==> src/rtl/pc_sequencer.sv <==
// Program-counter sequencer: next-PC selection, user/kernel masking, and trap entry.
// Optional EPC/eret return path enabled by defining PCSEQ_EPC_EN.
module pc_sequencer #(
  parameter int unsigned     AW        = 32,
  parameter int unsigned     KBIT      = AW - 1,
  parameter logic [AW-1:0]   RESET_VEC = '0,
  parameter logic [AW-1:0]   IRQ_VEC   = AW'(32'h8000_0004),
  parameter logic [AW-1:0]   EXC_VEC   = AW'(32'h8000_0008)
) (
  input  logic          clk,
  input  logic          reset,
  input  logic          stall,
  input  logic [2:0]    pc_src,
  input  logic          branch_taken,
  input  logic [15:0]   imm16,
  input  logic [25:0]   instr_index,
  input  logic [AW-1:0] reg_target,
  input  logic          irq,
  input  logic          exc,
  output logic [AW-1:0] pc,
  output logic [AW-1:0] pc_plus_4,
  output logic          kernel,
  output logic          trap_take,
  output logic          trap_is_irq,
  output logic [AW-1:0] link,
  output logic [AW-1:0] epc
);

  localparam int unsigned BR_EXT = AW - 18;

  typedef enum logic [2:0] {
    SRC_SEQ    = 3'd0,
    SRC_BRANCH = 3'd1,
    SRC_JUMP   = 3'd2,
    SRC_JR     = 3'd3,
    SRC_ERET   = 3'd4
  } pc_src_e;

  logic          irq_pend;
  logic          irq_take;
  logic          redirect;
  logic [AW-1:0] kmask;
  logic [AW-1:0] br_off;
  logic [AW-1:0] br_tgt;
  logic [AW-1:0] j_tgt;
  logic [AW-1:0] req_tgt;
  logic [AW-1:0] src_tgt;
  logic [AW-1:0] pc_next;

`ifdef PCSEQ_EPC_EN
  logic [AW-1:0] epc_q;
`endif

  assign pc_plus_4 = pc + AW'(4);
  assign kernel    = pc[KBIT];
  assign link      = pc;
  assign kmask     = ~(AW'(1) << KBIT);

  assign br_off = {{BR_EXT{imm16[15]}}, imm16, 2'b00};
  assign br_tgt = pc_plus_4 + br_off;
  assign j_tgt  = {pc_plus_4[AW-1:28], instr_index, 2'b00};

  // Exception outranks a pending IRQ; IRQs wait out kernel mode and stalls.
  assign irq_take    = ~stall & ~exc & irq_pend & ~kernel;
  assign trap_take   = ~stall & (exc | (irq_pend & ~kernel));
  assign trap_is_irq = irq_take;

  // Requested target from the decoder, before trap override.
  always_comb begin
    src_tgt  = pc_plus_4;
    redirect = 1'b0;
    case (pc_src_e'(pc_src))
      SRC_BRANCH: begin
        if (branch_taken) begin
          src_tgt  = br_tgt;
          redirect = 1'b1;
        end
      end
      SRC_JUMP: begin
        src_tgt  = j_tgt;
        redirect = 1'b1;
      end
      SRC_JR: begin
        src_tgt  = reg_target;
        redirect = 1'b1;
      end
`ifdef PCSEQ_EPC_EN
      SRC_ERET: begin
        if (kernel) src_tgt = epc_q;
      end
`endif
      default: ;
    endcase
  end

  // User code may only reach kernel space through a trap.
  assign req_tgt = (redirect && !kernel) ? (src_tgt & kmask) : src_tgt;

  always_comb begin
    pc_next = req_tgt;
    if (exc)           pc_next = EXC_VEC;
    else if (irq_take) pc_next = IRQ_VEC;
  end

  always_ff @(posedge clk or posedge reset) begin
    if (reset) begin
      pc       <= RESET_VEC;
      irq_pend <= 1'b0;
    end else begin
      irq_pend <= (irq_pend & ~irq_take) | irq;
      if (!stall) pc <= pc_next;
    end
  end

`ifdef PCSEQ_EPC_EN
  // Return address of the abandoned instruction.
  always_ff @(posedge clk or posedge reset) begin
    if (reset)          epc_q <= '0;
    else if (trap_take) epc_q <= pc;
  end

  assign epc = epc_q;
`else
  assign epc = '0;
`endif

endmodule
==> config.mk <==
export PLATFORM = sky130hd
export DESIGN_NAME = pc_sequencer
export DESIGN_NICKNAME = d
export VERILOG_FILES = /design/src/rtl/pc_sequencer.sv
export SDC_FILE = /design/constraint.sdc
export NUM_CORES = 1
export LEC_CHECK = 0
export CORE_ASPECT_RATIO = 1.5
export CORE_MARGIN = 2
export CORE_UTILIZATION = 48
export DETAILED_ROUTE_END_ITERATION = 6
export PLACE_DENSITY_LB_ADDON = 0.25
export SLEW_MARGIN = 20
export SYNTH_ARGS = -nofsm -noshare
export SYNTH_HDL_FRONTEND = slang
export SYNTH_SLANG_ARGS = --single-unit
==> constraint.sdc <==
create_clock -name clk -period 4.9 [get_ports clk]
set_input_delay 1.225 -clock clk [delete_from_list [all_inputs] [get_ports clk]]
set_output_delay 1.225 -clock clk [all_outputs]
set_load 0.03 [all_outputs]
-- Yosys cells after proc, flatten, opt, wreduce, memory -nomap -nowiden
Cells that the tools add are included.
- reductions and logical operators: 3
- $add $sub $neg: 2
- equal/unequal tests: 3
- bitwise logic cells: 12
- mux-type cells: 7
- operator list (kind ; count):
    32-bit two-way mux ; 4
    32-bit one-hot mux with 3 select lines ; 1
    32-bit by 3-bit adder with 32-bit output (second input constant) ; 1
    32-bit adder ; 1
    1-bit AND ; 6
    3-bit by 2-bit == test with 1-bit output (second input constant) ; 2
    1-bit inverter ; 4
    3-bit by 1-bit == test with 1-bit output (second input constant) ; 1
    1-bit OR ; 2
    1-bit one-hot mux with 2 select lines ; 1
    2-bit OR reduction ; 1
    1-bit logical AND ; 1
    1-bit zero test ; 1
    1-bit two-way mux ; 1
- word-level logic and storage cells: 29
- flip-flop bits (word level): 33
- output and inout bits: 131

-- Longest topological paths before layout
- depth after elaboration: 7
- mapped depth: 15
- mapped depth without buffers: 15

-- Least setup slack after synthesis
OpenSTA, ideal clock, no wires.
- path type: reg2reg
- start: register pc[2] (netlist: link[2])
- end: register pc[31] (netlist: link[31])
- path slack: 0.717 ns
- arrival: 4.045 ns
- required time: 4.762 ns
- period minus slack after synthesis: 4.183 ns
- stages on the path, launching flop included: 15
- setup time: 0.138 ns
- cells stage by stage: dfrtp_1 ha_1 inv_1 nor3_1 and2_2 nand4_1 xnor2_1 ha_1 a211oi_1 nor2_1 or2_2 a2111oi_0 nand2_1 a41oi_1 o311ai_2
- longest elaborated chain between the ends: 7
- RTL lines (what ; line ; RTL):
    start: declaration ; 20 ; output logic [AW-1:0] pc,
    start signal: assignment ; 111 ; if (!stall) pc <= pc_next;
    32-bit by 3-bit adder with 32-bit output ; 54 ; assign pc_plus_4 = pc + AW'(4);
    net pc_plus_4[26] ; 21 ; output logic [AW-1:0] pc_plus_4,
    32-bit adder ; 60 ; assign br_tgt = pc_plus_4 + br_off;
    32-bit two-way mux ; 74 ; if (branch_taken) begin
    32-bit one-hot mux with 3 select lines ; 72 ; case (pc_src_e'(pc_src))
    32-bit two-way mux ; 97 ; assign req_tgt = (redirect && !kernel) ? (src_tgt & kmask) : src_tgt;
    32-bit two-way mux ; 102 ; else if (irq_take) pc_next = IRQ_VEC;
    32-bit two-way mux ; 101 ; if (exc) pc_next = EXC_VEC;
The timed path passes the listed nets, and every way through them passes these cells.
A chain may end at the register's enable or synchronous reset.

-- Worst setup path in the final report
- start: register pc[4] (netlist: link[4])
- end: output port pc_plus_4[25]
- longest elaborated chain between the ends: 1
- RTL lines (what ; line):
    32-bit by 3-bit adder with 32-bit output ; 54
    end: declaration ; 21
No other way between the ends.

==> metrics <==
Yosys reg bits=33; Total Routed Length=19430 µm; share of power burned in the clock network=0.238; antenna violations before repair=0; buffer count from post-CTS setup fixing=0; Die Ht=130.6 µm; number of distinct library cell variants in the gate-level netlist after synthesis=80; clock tree root driver cell=clkbuf_16; Max Transition Viols Final=0; largest family of logic cells by synthesized area=compound AO/OA/AOI/OAI gates; signed area change from the synthesized netlist to the final layout=35.42%; Cells on Worst Hold Path=1; clock buffers created by TritonCTS=5; required time at the worst-slack endpoint=3670 ps; die footprint=11540 µm²; Synth Instances=689; setup violation total in the final timing report=0; floorplan die width=88.40 µm; fraction of met2 tracks used by global routing=0.5759; wire per inst=19.87 µm; sequential standard cell area=825.8 µm²; Global Route met1 Usage=0.3928; multiplexer area fraction after synthesis=0.02562; Cell Rows=46; First DRT Iteration DRCs=463; sink of the worst hold path=link[0]$_DFFE_PP0P_; first-pass GRT wire length=29760 µm; largest net degree at the start of global routing=54; effective utilization at floorplan=0.4896; number of enable flip-flop cells after synthesis=0; Hold-fix buffers, CTS=0; Slew headroom=0.4730; portion of total power attributed to combinational logic=0.560; Congestion Overflow GR=0; Pint=1.003 mW; Synthesis Warnings=0; worst r2r src=link[4]$_DFFE_PP0N_; count of final hold-check violations=0; most common cell in the synthesized netlist=nand2_1; setup repair after global routing missed its margin=no; worst slack on hold paths=560.4 ps; diode insertion count for antenna repair=0; switching power as a share of total power=0.4388; leakage power figure=2.967 nW; number of nets in the layout=949; final clock skew=10.68 ps; DRT Pass-1 Iters=5; Crit Path Max Fanout=10; Worst Setup Start Kind=register; Reg power frac=0.202; largest area contributor in the netlist=dfrtp_1; total area of multi-input combinational cells=3721 µm²; share of flip-flops with an asynchronous set or reset after synthesis=1.000; buffers added on ports=181; proportion of synthesized chip area in sequential cells=0.1610; maximum vdd drop=0.1600 mV; worst reg-to-reg path cell count=14; Simple-Gate Fraction of Synth Area=0.2376; critical path endpoint category=output port; Detail Placement HPWL=15210 µm; number of DRC violations after detailed routing=0; FF-to-FF setup slack=860 ps; Reg clk slew, reported paths=60 ps; total via count after detailed routing=6007; share of layout cells above drive strength 1=0.06595; final clock period utilization by the worst path=0.8991; deepest level of the CTS H-tree=2; path class of the lowest-slack min-delay path=reg2reg; adder-cell area share of the yosys netlist=0.08197; highest clock rate=227.0 MHz; outcome=completed; via count of the first global-routing pass=5758; total negative slack=0 ps; GPL Wtd Cong=0.9449; area share of the largest cell type after synthesis=0.1610; main area contributors after synthesis=dfrtp_1 (16%), buf_4 (10%), ha_1 (7.8%); PwrDens=257.3 nW/µm²; Via-to-Cell Ratio=6.142; fillers=970; Tmin final=4406 ps; busiest metal layer after global routing=met2; class of the most critical setup path=reg2out; mean instance size in the synthesized netlist=7.444 µm²; largest buffer count on any clock path=2; global routing usage on met3=0.03894; pin slew with the least headroom to its limit=788.1 ps; CTS sink count=33; I/O pin count=214; total routing usage reported by global routing=0.3314; CTS tree=built; placeable core region=10480 µm²; power dissipated by switching net loads=0.7841 mW; most instantiated cells after synthesis=nand2_1 (77), nor2_1 (71), buf_4 (68); flip-flop cell with the highest count after synthesis=dfrtp_1; PostCTS Resize Cnt=0; Reg-to-Reg End=link[31]$_DFFE_PP0N_; total standard cell area after synthesis=5129 µm²; Skew-Pair Late Insertion Delay=290 ps; CP arrival=3180 ps; area fraction in compound gates after synthesis=0.2767; Worst Hold Launch=link[0]$_DFFE_PP0P_; max-cap viol count=0; Final ANT Viol Nets=0; xor and xnor fraction of the mapped netlist area=0.08026
==> how the worst max path moves through the flow <==
stage	cells past startpoint	slack, ps	start	endpoint
finish	6	490	link[4]$_DFFE_PP0N_	pc_plus_4[25]
global route	6	330	link[4]$_DFFE_PP0N_	pc_plus_4[25]
CTS	6	520	link[4]$_DFFE_PP0N_	pc_plus_4[25]
detailed placement	9	550	imm16[15]	link[24]$_DFFE_PP0N_
global placement	9	620	imm16[15]	link[24]$_DFFE_PP0N_
floorplan	14	720	link[2]$_DFFE_PP0N_	link[31]$_DFFE_PP0N_
==> worst max-delay path, stage by stage (launching register included) <==
cell and delay [ps]:
dfrtp_1 540, nand3_2 230, nor3_4 550, and2_2 300, nand3_1 100, xnor2_1 410
clkdlybuf4s50_1 760
==> through the flow <==
stage	power (mW)	worst slack [ps]	area [µm²]	util	instances
6_report	1.787	494.3	6945	0.6630	978
5_1_grt	1.878	331.1	6945	0.6630	978
4_1_cts	1.779	523.9	6945	0.6630	978
3_3_place_gp	1.335	624.4	6755	0.6449	970
2_1_floorplan	1.035	716.8	5245	-	720
3_5_place_dp	1.351	554.1	6755	0.6449	970
==> sequential cells by signal (all words and copies together), names as in the netlist <==
signal	cells
link	32
irq_pend	1
==> area by class of cell <==
class / count / area share
clock buffer: 5 / 0.01801
clock inverter: 3 / 0.009368
inverter: 17 / 0.009188
multi-input combinational: 574 / 0.5358
sequential: 33 / 0.1189
tap: 144 / 0.02594
timing repair buffer: 202 / 0.2828
==> per-layer routing <==
layer	routed length [µm]	part of all wire
met1	7201	0.37
met2	9644	0.50
met3	1556	0.080
met4	1030	0.053
met5	0	0
==> logic make-up (layout without fill, tap and decap cells) <==
kind of cell	after synthesis	after routing
and+or+nand+nor	249	249
AOI/OAI and AO/OA	200	200
buffers and inverters	113	227
xor gates and xnor gates	47	47
adders and majority gates	33	33
DFF	33	33
muxes	13	13
other	1	32
==> placed cells by master, fill, tap and decap left out, types with 8 or more instances in the layout <==
cell type        synthesis  final
clkdlybuf4s50_1          0    180
nand2_1                 77     77
nor2_1                  71     71
a21oi_1                 42     42
o21ai_0                 35     35
dfrtp_1                 33     33
ha_1                    32     32
conb_1                   1     32
xnor2_1                 31     31
nand3_1                 23     23
buf_4                   68     21
inv_1                   16     16
xor2_1                  16     16
nor3_1                  14     14
mux2i_1                 12     12
a21o_1                  11     11
nand2b_1                10     10
nand4_1                  9      9
a22o_1                   8      8
==> power by group through the flow <==
stage	combinational [mW]	clock, mW	sequential, mW
6_report	1.00	0.425	0.362
5_1_grt	1.07	0.439	0.366
4_1_cts	0.991	0.428	0.360
3_5_place_dp	0.986	0	0.365
3_3_place_gp	0.973	0	0.362
2_1_floorplan	0.636	0	0.400
No activity file was read; power rests on OpenSTA's default activity.
